### src/rtl/decode_stage.sv
// Single-issue decode stage: registered decoded bundle with valid/ready handshake and
// JAL redirect (plus backward-taken branch prediction when DECODE_BTFN_EN is defined).
module decode_stage #(
  parameter int XLEN       = 32,
  parameter int ADDR_WIDTH = 32
) (
  input  logic                  clk,
  input  logic                  rst,
  input  logic [31:0]           instr_i,
  input  logic [ADDR_WIDTH-1:0] pc_i,
  input  logic                  instr_valid_i,
  output logic                  instr_ready_o,
  output logic                  out_valid_o,
  input  logic                  out_ready_i,
  output logic [ADDR_WIDTH-1:0] out_pc_o,
  output logic [XLEN-1:0]       imm_o,
  output logic [6:0]            opcode_o,
  output logic [2:0]            funct3_o,
  output logic [4:0]            rd_o,
  output logic [4:0]            rs1_o,
  output logic [4:0]            rs2_o,
  output logic                  illegal_o,
  output logic                  pred_taken_o,
  output logic [ADDR_WIDTH-1:0] target_addr_o,
  output logic                  target_valid_o,
  input  logic                  target_ack_i
);

  typedef enum logic [0:0] {ST_RUN = 1'b0, ST_REDIRECT = 1'b1} state_e;

  localparam logic [6:0] OP_IMM    = 7'b0010011;
  localparam logic [6:0] OP_LOAD   = 7'b0000011;
  localparam logic [6:0] OP_JALR   = 7'b1100111;
  localparam logic [6:0] OP_STORE  = 7'b0100011;
  localparam logic [6:0] OP_BRANCH = 7'b1100011;
  localparam logic [6:0] OP_LUI    = 7'b0110111;
  localparam logic [6:0] OP_AUIPC  = 7'b0010111;
  localparam logic [6:0] OP_JAL    = 7'b1101111;
  localparam logic [6:0] OP_SYSTEM = 7'b1110011;
  localparam logic [6:0] OP_REG    = 7'b0110011;
  localparam logic [6:0] OP_FENCE  = 7'b0001111;

  state_e                state_q, state_d;
  logic                  out_valid_q, out_valid_d;
  logic [ADDR_WIDTH-1:0] out_pc_q, out_pc_d;
  logic [XLEN-1:0]       imm_q, imm_d;
  logic [6:0]            opcode_q, opcode_d;
  logic [2:0]            funct3_q, funct3_d;
  logic [4:0]            rd_q, rd_d, rs1_q, rs1_d, rs2_q, rs2_d;
  logic                  illegal_q, illegal_d;
  logic                  pred_taken_q, pred_taken_d;
  logic [ADDR_WIDTH-1:0] target_addr_q, target_addr_d;
  logic                  target_valid_q, target_valid_d;

  logic [XLEN-1:0]       imm_i_s, imm_s_s, imm_b_s, imm_u_s, imm_j_s, imm_csr_s, imm_sel_s;
  logic [XLEN-1:0]       redirect_imm_s;
  logic [ADDR_WIDTH-1:0] target_sum_s;
  logic                  legal_s, is_jal_s, br_taken_s, redirect_s, accept_s;

  assign imm_i_s   = XLEN'($signed(instr_i[31:20]));
  assign imm_s_s   = XLEN'($signed({instr_i[31:25], instr_i[11:7]}));
  assign imm_b_s   = XLEN'($signed({instr_i[31], instr_i[7], instr_i[30:25], instr_i[11:8], 1'b0}));
  assign imm_u_s   = XLEN'($signed({instr_i[31:12], 12'b0}));
  assign imm_j_s   = XLEN'($signed({instr_i[31], instr_i[19:12], instr_i[20], instr_i[30:21], 1'b0}));
  assign imm_csr_s = XLEN'(instr_i[31:20]);

  // Immediate selection and legality by opcode.
  always_comb begin
    imm_sel_s = {XLEN{1'b0}};
    legal_s   = 1'b1;
    case (instr_i[6:0])
      OP_IMM, OP_LOAD, OP_JALR: imm_sel_s = imm_i_s;
      OP_STORE:                 imm_sel_s = imm_s_s;
      OP_BRANCH:                imm_sel_s = imm_b_s;
      OP_LUI, OP_AUIPC:         imm_sel_s = imm_u_s;
      OP_JAL:                   imm_sel_s = imm_j_s;
      OP_SYSTEM:                imm_sel_s = imm_csr_s;
      OP_REG, OP_FENCE:         imm_sel_s = {XLEN{1'b0}};
      default:                  legal_s   = 1'b0;
    endcase
  end

  assign is_jal_s = (instr_i[6:0] == OP_JAL);
`ifdef DECODE_BTFN_EN
  assign br_taken_s = (instr_i[6:0] == OP_BRANCH) && imm_b_s[XLEN-1];
`else
  assign br_taken_s = 1'b0;
`endif
  assign redirect_s     = is_jal_s || br_taken_s;
  assign redirect_imm_s = is_jal_s ? imm_j_s : imm_b_s;
  assign target_sum_s   = pc_i + redirect_imm_s[ADDR_WIDTH-1:0];

  // In REDIRECT everything offered is accepted and thrown away as wrong-path.
  assign instr_ready_o = rst ? 1'b0 :
                         (state_q == ST_REDIRECT) ? 1'b1 : (!out_valid_q || out_ready_i);
  assign accept_s = instr_valid_i && instr_ready_o;

  // Next-state for the FSM, the output bundle and the redirect request.
  always_comb begin
    state_d        = state_q;
    out_valid_d    = out_valid_q;
    out_pc_d       = out_pc_q;
    imm_d          = imm_q;
    opcode_d       = opcode_q;
    funct3_d       = funct3_q;
    rd_d           = rd_q;
    rs1_d          = rs1_q;
    rs2_d          = rs2_q;
    illegal_d      = illegal_q;
    pred_taken_d   = pred_taken_q;
    target_addr_d  = target_addr_q;
    target_valid_d = target_valid_q;
    case (state_q)
      ST_RUN: begin
        if (accept_s) begin
          out_valid_d  = 1'b1;
          out_pc_d     = pc_i;
          imm_d        = imm_sel_s;
          opcode_d     = instr_i[6:0];
          funct3_d     = instr_i[14:12];
          rd_d         = instr_i[11:7];
          rs1_d        = instr_i[19:15];
          rs2_d        = instr_i[24:20];
          illegal_d    = !legal_s;
          pred_taken_d = br_taken_s;
          if (redirect_s) begin
            target_valid_d = 1'b1;
            target_addr_d  = target_sum_s;
            state_d        = ST_REDIRECT;
          end else begin
            target_valid_d = 1'b0;
          end
        end else if (out_ready_i) begin
          out_valid_d = 1'b0;
        end else begin
          out_valid_d = out_valid_q;
        end
      end
      ST_REDIRECT: begin
        if (out_ready_i) begin
          out_valid_d = 1'b0;
        end else begin
          out_valid_d = out_valid_q;
        end
        if (target_valid_q && target_ack_i) begin
          target_valid_d = 1'b0;
          state_d        = ST_RUN;
        end else begin
          target_valid_d = target_valid_q;
        end
      end
      default: begin
        state_d        = ST_RUN;
        target_valid_d = 1'b0;
      end
    endcase
  end

  // State and output registers, cleared asynchronously by rst.
  always_ff @(posedge clk or posedge rst) begin
    if (rst) begin
      state_q        <= ST_RUN;
      out_valid_q    <= 1'b0;
      out_pc_q       <= {ADDR_WIDTH{1'b0}};
      imm_q          <= {XLEN{1'b0}};
      opcode_q       <= 7'd0;
      funct3_q       <= 3'd0;
      rd_q           <= 5'd0;
      rs1_q          <= 5'd0;
      rs2_q          <= 5'd0;
      illegal_q      <= 1'b0;
      pred_taken_q   <= 1'b0;
      target_addr_q  <= {ADDR_WIDTH{1'b0}};
      target_valid_q <= 1'b0;
    end else begin
      state_q        <= state_d;
      out_valid_q    <= out_valid_d;
      out_pc_q       <= out_pc_d;
      imm_q          <= imm_d;
      opcode_q       <= opcode_d;
      funct3_q       <= funct3_d;
      rd_q           <= rd_d;
      rs1_q          <= rs1_d;
      rs2_q          <= rs2_d;
      illegal_q      <= illegal_d;
      pred_taken_q   <= pred_taken_d;
      target_addr_q  <= target_addr_d;
      target_valid_q <= target_valid_d;
    end
  end

  assign out_valid_o    = out_valid_q;
  assign out_pc_o       = out_pc_q;
  assign imm_o          = imm_q;
  assign opcode_o       = opcode_q;
  assign funct3_o       = funct3_q;
  assign rd_o           = rd_q;
  assign rs1_o          = rs1_q;
  assign rs2_o          = rs2_q;
  assign illegal_o      = illegal_q;
  assign pred_taken_o   = pred_taken_q;
  assign target_addr_o  = target_addr_q;
  assign target_valid_o = target_valid_q;

endmodule
### config.mk
export PLATFORM = sky130hd
export DESIGN_NAME = decode_stage
export DESIGN_NICKNAME = d
export VERILOG_FILES = /design/src/rtl/decode_stage.sv
export SDC_FILE = /design/constraint.sdc
export NUM_CORES = 1
export LEC_CHECK = 0
export BUFFER_PORTS_ARGS = -buffer_cell sky130_fd_sc_hd__buf_2
export CORE_MARGIN = 3
export CORE_UTILIZATION = 56
export DETAILED_ROUTE_END_ITERATION = 8
export PLACE_DENSITY = 0.94
export SLEW_MARGIN = 20
export SYNTH_ARGS = -nofsm -noshare
export SYNTH_HDL_FRONTEND = slang
export SYNTH_SLANG_ARGS = --single-unit
export TNS_END_PERCENT = 5
### constraint.sdc
create_clock -name clk -period 7.2 [get_ports clk]
set_input_delay 0.36 -clock clk [delete_from_list [all_inputs] [get_ports clk]]
set_output_delay 0.36 -clock clk [all_outputs]
set_load 0.01 [all_outputs]
# [Word level (Yosys, flattened, before mapping)]
# Cells that the tools add are included.
[word_totals] output_inout_bits=126 ff_bits=125 latch_bits=0 ram_bits=0 memories=0 wordCells=53 mem_bits_ro=0
[classes] eq_ne=13 addsub=1 bitwise_logic=1 shift=0 div_mod_pow=0 n_mux=15 n_mul=0 reduce_logical=11 n_lt_le_gt_ge=0
[ops] operator="$pmux W32 S6" n=1
[ops] operator="$add A32 B32 Y32" n=1
[ops] operator="$eq A7 B7 Y1 const B" n=4
[ops] operator="$eq A7 B6 Y1 const B" n=3
[ops] operator="$mux W20" n=1
[ops] operator="$eq A7 B5 Y1 const B" n=2
[ops] operator="$reduce_or A11 Y1" n=1
[ops] operator="$mux W1" n=10
[ops] operator="$eq A7 B2 Y1 const B" n=1
[ops] operator="$eq A7 B4 Y1 const B" n=1
[ops] operator="$pmux W1 S2" n=3
[ops] operator="$reduce_and A2 Y1" n=2
[ops] operator="$reduce_and A3 Y1" n=1
[ops] operator="$reduce_or A3 Y1" n=1
[ops] operator="$logic_and A1 B1 Y1" n=2
[ops] operator="$logic_not A1 Y1" n=2
[ops] operator="$ne A2 B1 Y1 const B" n=1
[ops] operator="$ne A2 B2 Y1 const B" n=1
[ops] operator="$reduce_or A2 Y1" n=1
[ops] operator="$logic_or A1 B1 Y1" n=1
[ops] operator="$not A1 Y1" n=1

# [Longest topological paths before layout]
# Gate-level depths: netlist (run 1).
[depth] depth_word=7 mapped_depth=18 depth_no_buf=16

# [Worst setup path before layout (run 1)]
# Ideal clock, no wire load.
[synth_timing] path_kind="input to register" from="in instr_i[4]" to="reg target_addr_q[29], in the netlist target_addr_o[29]" setup_time_ns=0.069 slack_ns=3.438 path_buffers=2 t_arrival_ns=3.694 stages=17 cell_sequence="clkbuf_1 -> nor2_1 -> nand2_1 -> nor3_4 -> clkbuf_1 -> mux2_2 -> ha_1 -> inv_1 -> fa_1 -> nand2b_1 -> a21oi_1 -> o21ai_1 -> a21oi_2 -> a31oi_1 -> o21ba_1 -> or4_1 -> nand3_1"
[synth_via] elab_chain_cells=3
[synth_lines] item="start, declared" line_no="9" rtl="input logic [31:0] instr_i,"
[synth_lines] item="$eq A7 B7 Y1 (*)" line_no="83" rtl="assign is_jal_s = (instr_i[6:0] == OP_JAL);"
[synth_lines] item="$mux W20" line_no="90" rtl="assign redirect_imm_s = is_jal_s ? imm_j_s : imm_b_s;"
[synth_lines] item="$add A32 B32 Y32" line_no="91" rtl="assign target_sum_s = pc_i + redirect_imm_s[ADDR_WIDTH-1:0];"
[synth_lines] item="end signal, assigned" line_no="173" rtl="target_addr_q <= {ADDR_WIDTH{1'b0}};"
[synth_lines] item="end signal, assigned" line_no="187" rtl="target_addr_q <= target_addr_d;"
[synth_lines] item="end, declared" line_no="52" rtl="logic [ADDR_WIDTH-1:0] target_addr_q, target_addr_d;"
# Every way passes the cells marked *; elsewhere a longest branch is shown, timed or not.
# A chain may end at the register's enable or synchronous reset.

# [Final worst setup path (run 1)]
[layout_timing] from="in instr_i[6]" to="reg target_addr_q[29], in the netlist target_addr_o[29]"
# The elaborated chain is that of the path after synthesis.

==> results.json, run 1 <==
{
  "status": "complete, no violations",
  "drive_gt1_frac": 0.261,
  "crit_chain": "buf_2 -> nand2_1 -> nor2_1 -> nand2_1 -> nor3_4 -> mux2_2 -> ha_1 -> inv_1 -> fa_1 -> nand2b_1 -> a21oi_1 -> o21ai_1 -> a21oi_2 -> a31oi_1 -> o21ba_1 -> or4_1 -> nand3_1",
  "cts_max_level": 4,
  "cp.buffers_inverters": 2,
  "reg2reg_slack_ps": 4190,
  "drt_wl_total_mm": 18.9,
  "antenna_found_initial": 1,
  "clk_latency_ps": 420,
  "fp.dieArea_mm2": 0.0131,
  "synthesis.nets": 859,
  "area_delta_synth_final_pct": 24.7,
  "cts_resized": 0,
  "syn_avg_cell_area_um2": 8.71,
  "netlist_instances": 758,
  "cp_top_family": "simple AND/OR/NAND/NOR gates",
  "via_per_inst": 5.74,
  "cts_buffers": 17,
  "yosys.area.top_type_share": 0.474,
  "worst_pin_slew_ps": 1010,
  "dr_wl_met3_mm": 1.67,
  "max_stage_delay_ps": 640,
  "period_share": 0.538,
  "register_area_mm2": 0.00313,
  "multiInputGateArea_mm2": 0.00330,
  "critPathRequiredTime_ps": 7560,
  "fin_ws_ps": 3320,
  "path_class": "input pin to flip-flop",
  "hpwl_mm": 13.4,
  "die_y_um": 115,
  "grt_pass1_vias": 5884,
  "critPathCaptureType": "flip-flop",
  "met2_length_mm": 9.19,
  "cts.sink_count": 125,
  "async_reset_ff_frac": 1.00,
  "p_leak_nw": 4.49,
  "ys_seq_elements": 125,
  "root_buffer": "clkbuf_16",
  "timing.setup.tns_ps": 0,
  "crit_arrival_ps": 4230,
  "fmax_ghz": 0.258,
  "core_area_mm2": 0.0115,
  "post_cts_buffers": 0,
  "route.detailed.drc": 0,
  "yosys.cell_count.top_type": "nand2_1",
  "cp-start-kind": "input pin",
  "peakVddDrop_mv": 0.200,
  "num_rows": 39,
  "cap_violations": 0,
  "hold_class": "input pin to asynchronous set/reset pin",
  "wl_per_cell_um": 17.3,
  "final-hold-violation-count": 0,
  "cpMostUsedCell": "nand2_1",
  "rr_worst_depth": 8,
  "cts_tree": "yes",
  "drtPass1Iterations": 5,
  "grt_max_degree": 103,
  "die_width_um": 115,
  "synthTopCellsByArea": "dfrtp_1, nand2_1, ha_1, a21oi_1, o21ai_0",
  "final-setup-viol-count": 0,
  "cts_hold_buf": 0,
  "io_pins": 195,
  "maxSlewViolCount": 0,
  "fillers": 818,
  "critical_path.slowest_cell": "nor3_4",
  "ant_nets": 0,
  "top_layer": "met4",
  "cts_max_path_buffers": 2,
  "port_buffers": 193,
  "ys.flop_type": "dfrtp_1",
  "ys_types": 58,
  "slew_headroom": 0.324,
  "synth_area_leader_cell": "dfrtp_1",
  "drtIter0Drc": 732,
  "grtUsageTotal": 0.290,
  "post-place-ws_ps": 3030,
  "powerDensity_mw_per_mm2": 252,
  "min_period_ps": 3880,
  "final_core_util": 0.718,
  "fin_worst_hold_slack_ps": 7.36,
  "wl_met1_mm": 7.43,
  "clkTransAtPathRegs_ps": 60,
  "synth-seq-area-share": 0.474,
  "overflow": 0,
  "start_util": 0.576,
  "rsz0062_at_grt": "false",
  "cp.depth": 17,
  "synth_warnings": 0,
  "place.gp.congestion": 0.891,
  "synth-edff-count": 0,
  "power.total_mw": 2.07,
  "via_count": 6261,
  "synth_commonest_cells": "nand2_1, dfrtp_1, a21oi_1",
  "path_max_fanout": 17,
  "grt_pass1_wl_mm": 29.8,
  "syn_area_mm2": 0.00660,
  "nets": 1034,
  "fin_worst_skew_ps": 7.63
}
cells in the final DEF (no fill, tap or decap), drive strengths merged, types with 2 or more instances in the layout:
cell,netlist,layout
o21ai,70,70
o221ai,2,2
a41oi,2,2
o211ai,2,2
clkbuf,32,21
or3,2,2
a22o,6,6
a21boi,2,2
nand2b,5,5
o21a,2,2
or4,2,2
xnor2,8,8
a21oi,50,50
nand3,8,8
a21o,28,28
bufinv,0,3
and3,5,5
mux2,7,7
a31oi,7,7
clkinv,0,6
nor3,8,8
nor2b,2,2
xor2,20,20
a211oi,2,2
buf,9,197
clkinvlp,0,2
and4,2,2
and3b,2,2
o31ai,3,3
nand4,5,5
nor2,32,32
and2,3,3
a22oi,4,4
inv,8,8
a221oi,2,2
nand2,249,249
ha,31,31
dfrtp,125,125
cell families (layout without fill, tap and decap cells):
kind of cell,after synthesis,in the layout,synth area share
mux,8,8,0.0135
fa+ha+maj,32,32,0.0618
other cells,1,2,0.000568
buf+inv,49,237,0.0307
simple gates,326,326,0.204
flops,125,125,0.474
xor+xnor,28,28,0.0372
compound gates,189,189,0.179
layout make-up:
cell class                      count  area share
Sequential cell                   125       0.380
Clock buffer                       21      0.0547
Clock inverter                     11      0.0173
Inverter                            8     0.00395
Multi-Input combinational cell    584       0.400
Tap cell                          143      0.0217
Timing Repair Buffer              197       0.121
Antenna cell                        1    0.000304
state kept, by name, indices dropped and copies added, names as in the netlist, 3 cells and up:
signal and cells:
rs1_o 5, rs2_o 5, rd_o 5, imm_o 32, funct3_o 3, out_pc_o 32, opcode_o 7, target_addr_o 32
worst paths after layout:
check	startpoint	end
max	instr_i[6]	target_addr_o[29]
min	rst	out_valid_o
max reg2reg	state_q	imm_o[31]
min reg2reg	opcode_o[0]	opcode_o[0]
max in group asynchronous	rst	rs2_o[0]
min in group clk	pc_i[29]	out_pc_o[29]
routing by layer:
layer,vias to the layer above,global-route usage
met5,-,0
met3,47,0.0856
met2,316,0.466
li1,2931,-
met4,0,0.112
met1,2967,0.369
worst register-to-register path, delay by kind of cell (launching register included):
kind / cells / cell delay, ps
AOI/OAI and AO/OA: 2 / 600
buffers and inverters: 4 / 1470
DFF: 1 / 480
and+or+nand+nor: 2 / 360
stage by stage:
step / std cells / cell area (µm²)
2_1_floorplan: 758 / 6600
3_3_place_gp: 1057 / 7630
3_5_place_dp: 1057 / 7630
4_1_cts: 1089 / 8220
5_1_grt: 1090 / 8230
6_report: 1090 / 8230
report_power, final:
part | leakage (nW) | internal (mW) | total (mW) | switching [mW]
Sequential | 1.64 | 0.769 | 0.806 | 0.0370
Combinational | 2.56 | 0.155 | 0.403 | 0.247
Clock | 0.287 | 0.551 | 0.862 | 0.311
(Power assumes the default switching activity.)
==> inputs of run 2 (changes only) <==
--- a/config.mk
+++ b/config.mk
@@ -7,9 +7,9 @@
 export LEC_CHECK = 0
 export BUFFER_PORTS_ARGS = -buffer_cell sky130_fd_sc_hd__buf_2
 export CORE_MARGIN = 3
-export CORE_UTILIZATION = 56
+export CORE_UTILIZATION = 47
 export DETAILED_ROUTE_END_ITERATION = 8
-export PLACE_DENSITY = 0.94
+export PLACE_DENSITY = 0.85
 export SLEW_MARGIN = 20
 export SYNTH_ARGS = -nofsm -noshare
 export SYNTH_HDL_FRONTEND = slang
==> constraint.sdc (replaced) <==
create_clock -name clk -period 3.15 [get_ports clk]
set_input_delay 0.1575 -clock clk [delete_from_list [all_inputs] [get_ports clk]]
set_output_delay 0.1575 -clock clk [all_outputs]
set_load 0.01 [all_outputs]
==> results.json, run 2 (synthesized netlist as in run 1, its figures left out) <==
{
  "status": "complete, no violations",
  "min_period_ps": 2940,
  "cp.depth": 17,
  "powerDensity_mw_per_mm2": 538,
  "final_area_mm2": 0.00906,
  "cp-startpoint": "instr_i[5]",
  "worst_pin_slew_ps": 942,
  "grt_max_degree": 91,
  "area_delta_synth_final_pct": 37.3,
  "fin_ws_ps": 213,
  "cts_max_path_buffers": 2,
  "hold_class": "input pin to flip-flop",
  "rr_worst_depth": 7,
  "critical_path.slowest_cell": "mux2_2",
  "cp.buffers_inverters": 3,
  "place.gp.congestion": 0.927,
  "drive_gt1_frac": 0.279,
  "die_width_um": 125,
  "r2r_start": "state_q",
  "mostFrequentLayoutCell": "nand2_1",
  "critPathRequiredTime_ps": 3450,
  "root_buffer": "clkbuf_16",
  "crit_arrival_ps": 3230,
  "antenna_cells": 0,
  "p_leak_nw": 4.87,
  "post_cts_buffers": 0,
  "clkTransAtPathRegs_ps": 60,
  "cts_resized": 0,
  "port_buffers": 193,
  "core_area_mm2": 0.0135,
  "nets": 1121,
  "ant_nets": 0,
  "clk_latency_ps": 420,
  "dpl-instance-area_mm2": 0.00798,
  "fmax_ghz": 0.341,
  "fin_worst_skew_ps": 7.13,
  "start_util": 0.489,
  "peakVddDrop_mv": 0.369,
  "final-setup-viol-count": 0,
  "critPathCaptureType": "flip-flop",
  "via_per_inst": 5.44,
  "num_rows": 42,
  "crit_chain": "buf_2 -> nand2_1 -> nor2_1 -> nand2_1 -> nor3_4 -> buf_4 -> mux2_2 -> ha_1 -> a21o_1 -> nand4_1 -> a21oi_1 -> o41ai_4 -> buf_4 -> o221ai_2 -> a221oi_2 -> xor2_1 -> o21ai_1",
  "slew_headroom": 0.372,
  "final-hold-violation-count": 0,
  "rsz0062_at_grt": "false",
  "drtPass1Iterations": 5,
  "cts_tree": "yes",
  "max_stage_delay_ps": 340,
  "cts_max_level": 4,
  "cts.sink_count": 125,
  "path_max_fanout": 5,
  "maxSlewViolCount": 0,
  "cts_buffers": 17,
  "path_class": "input pin to flip-flop",
  "die_y_um": 125,
  "power.total_mw": 4.88,
  "crit_path_end": "target_addr_o[26]",
  "hpwl_mm": 14.3,
  "grtUsageTotal": 0.266,
  "grt_pass1_vias": 6548,
  "reg2reg_slack_ps": 780,
  "post-place-ws_ps": -238,
  "cap_violations": 0,
  "cp-start-kind": "input pin",
  "fin_worst_hold_slack_ps": 20.5,
  "cp_top_family": "compound AO/OA/AOI/OAI gates",
  "drtIter0Drc": 526,
  "period_share": 0.932,
  "overflow": 0,
  "rr_endpoint": "target_addr_o[29]",
  "final_cell_mix": "nand2_1, buf_2, dfrtp_1",
  "antenna_found_initial": 0,
  "grt_pass1_wl_mm": 33.4,
  "io_pins": 195,
  "fillers": 1026,
  "via_count": 6579,
  "wl_per_cell_um": 16.8,
  "route.detailed.drc": 0,
  "drt_wl_total_mm": 20.3,
  "fp.dieArea_mm2": 0.0155
}
run 2: cell count changes in the layout (fill, tap and decap cells not counted), moves of 2 or more:
cell	change
clkinvlp_4	+2
clkbuf_8	+2
buf_4	+40
dlygate4sd3_1	+47
clkinv_4	-2
run 2: tightest hold or removal path: cells and delay by family:
family        cells  cell delay, ps
buf+inv           1             120
simple gates      2             110
run 2: how the worst min path moves through the flow:
stage | startpoint | to | depth (start not counted)
2_1_floorplan | instr_i[12] | funct3_o[0] | 2
3_3_place_gp | rst | rs2_o[2] | 2
3_5_place_dp | rst | rs2_o[2] | 2
4_1_cts | instr_i[13] | funct3_o[1] | 3
5_1_grt | instr_i[11] | rd_o[4] | 3
6_report | instr_i[13] | funct3_o[1] | 3
run 2: cell type report:
class	count	area, µm²	area share
clock buffer	22	474	0.0523
clock inverter	10	136	0.0150
inverter	8	33.8	0.00373
multi-input combinational	584	3290	0.363
sequential	125	3130	0.345
tap	176	220	0.0243
timing repair buffer	284	1780	0.196
run 2: layer usage:
| layer | vias to the layer above | share of wire | track usage |
|---|---|---|---|
| met5 | - | 0 | 0 |
| met3 | 44 | 0.074 | 0.0759 |
| met1 | 3142 | 0.42 | 0.337 |
| met4 | 0 | 0.026 | 0.0877 |
| met2 | 277 | 0.48 | 0.439 |
| li1 | 3116 | - | - |
run 2: what timing repair did:
action | in CTS | in global routing
hold endpoints to repair | 77 | 1
hold buffers | 46 | 1
endpoints found under the setup margin | 0 | 4
run 2: stage by stage:
step	std cells	setup TNS [ps]	util
2_1_floorplan	758	-587	-
4_1_cts	1208	0	0.670
3_5_place_dp	1130	-1450	0.591
3_3_place_gp	1130	-655	0.591
5_1_grt	1209	0	0.671
6_report	1209	0	0.671
run 2: report_power, final:
group          total, mW  leakage, nW  switching (mW)  internal, mW
Clock               2.01        0.293           0.705          1.30
Combinational       1.03         2.93           0.594         0.435
Sequential          1.84         1.64          0.0827          1.76
Total               4.88         4.87            1.38          3.50
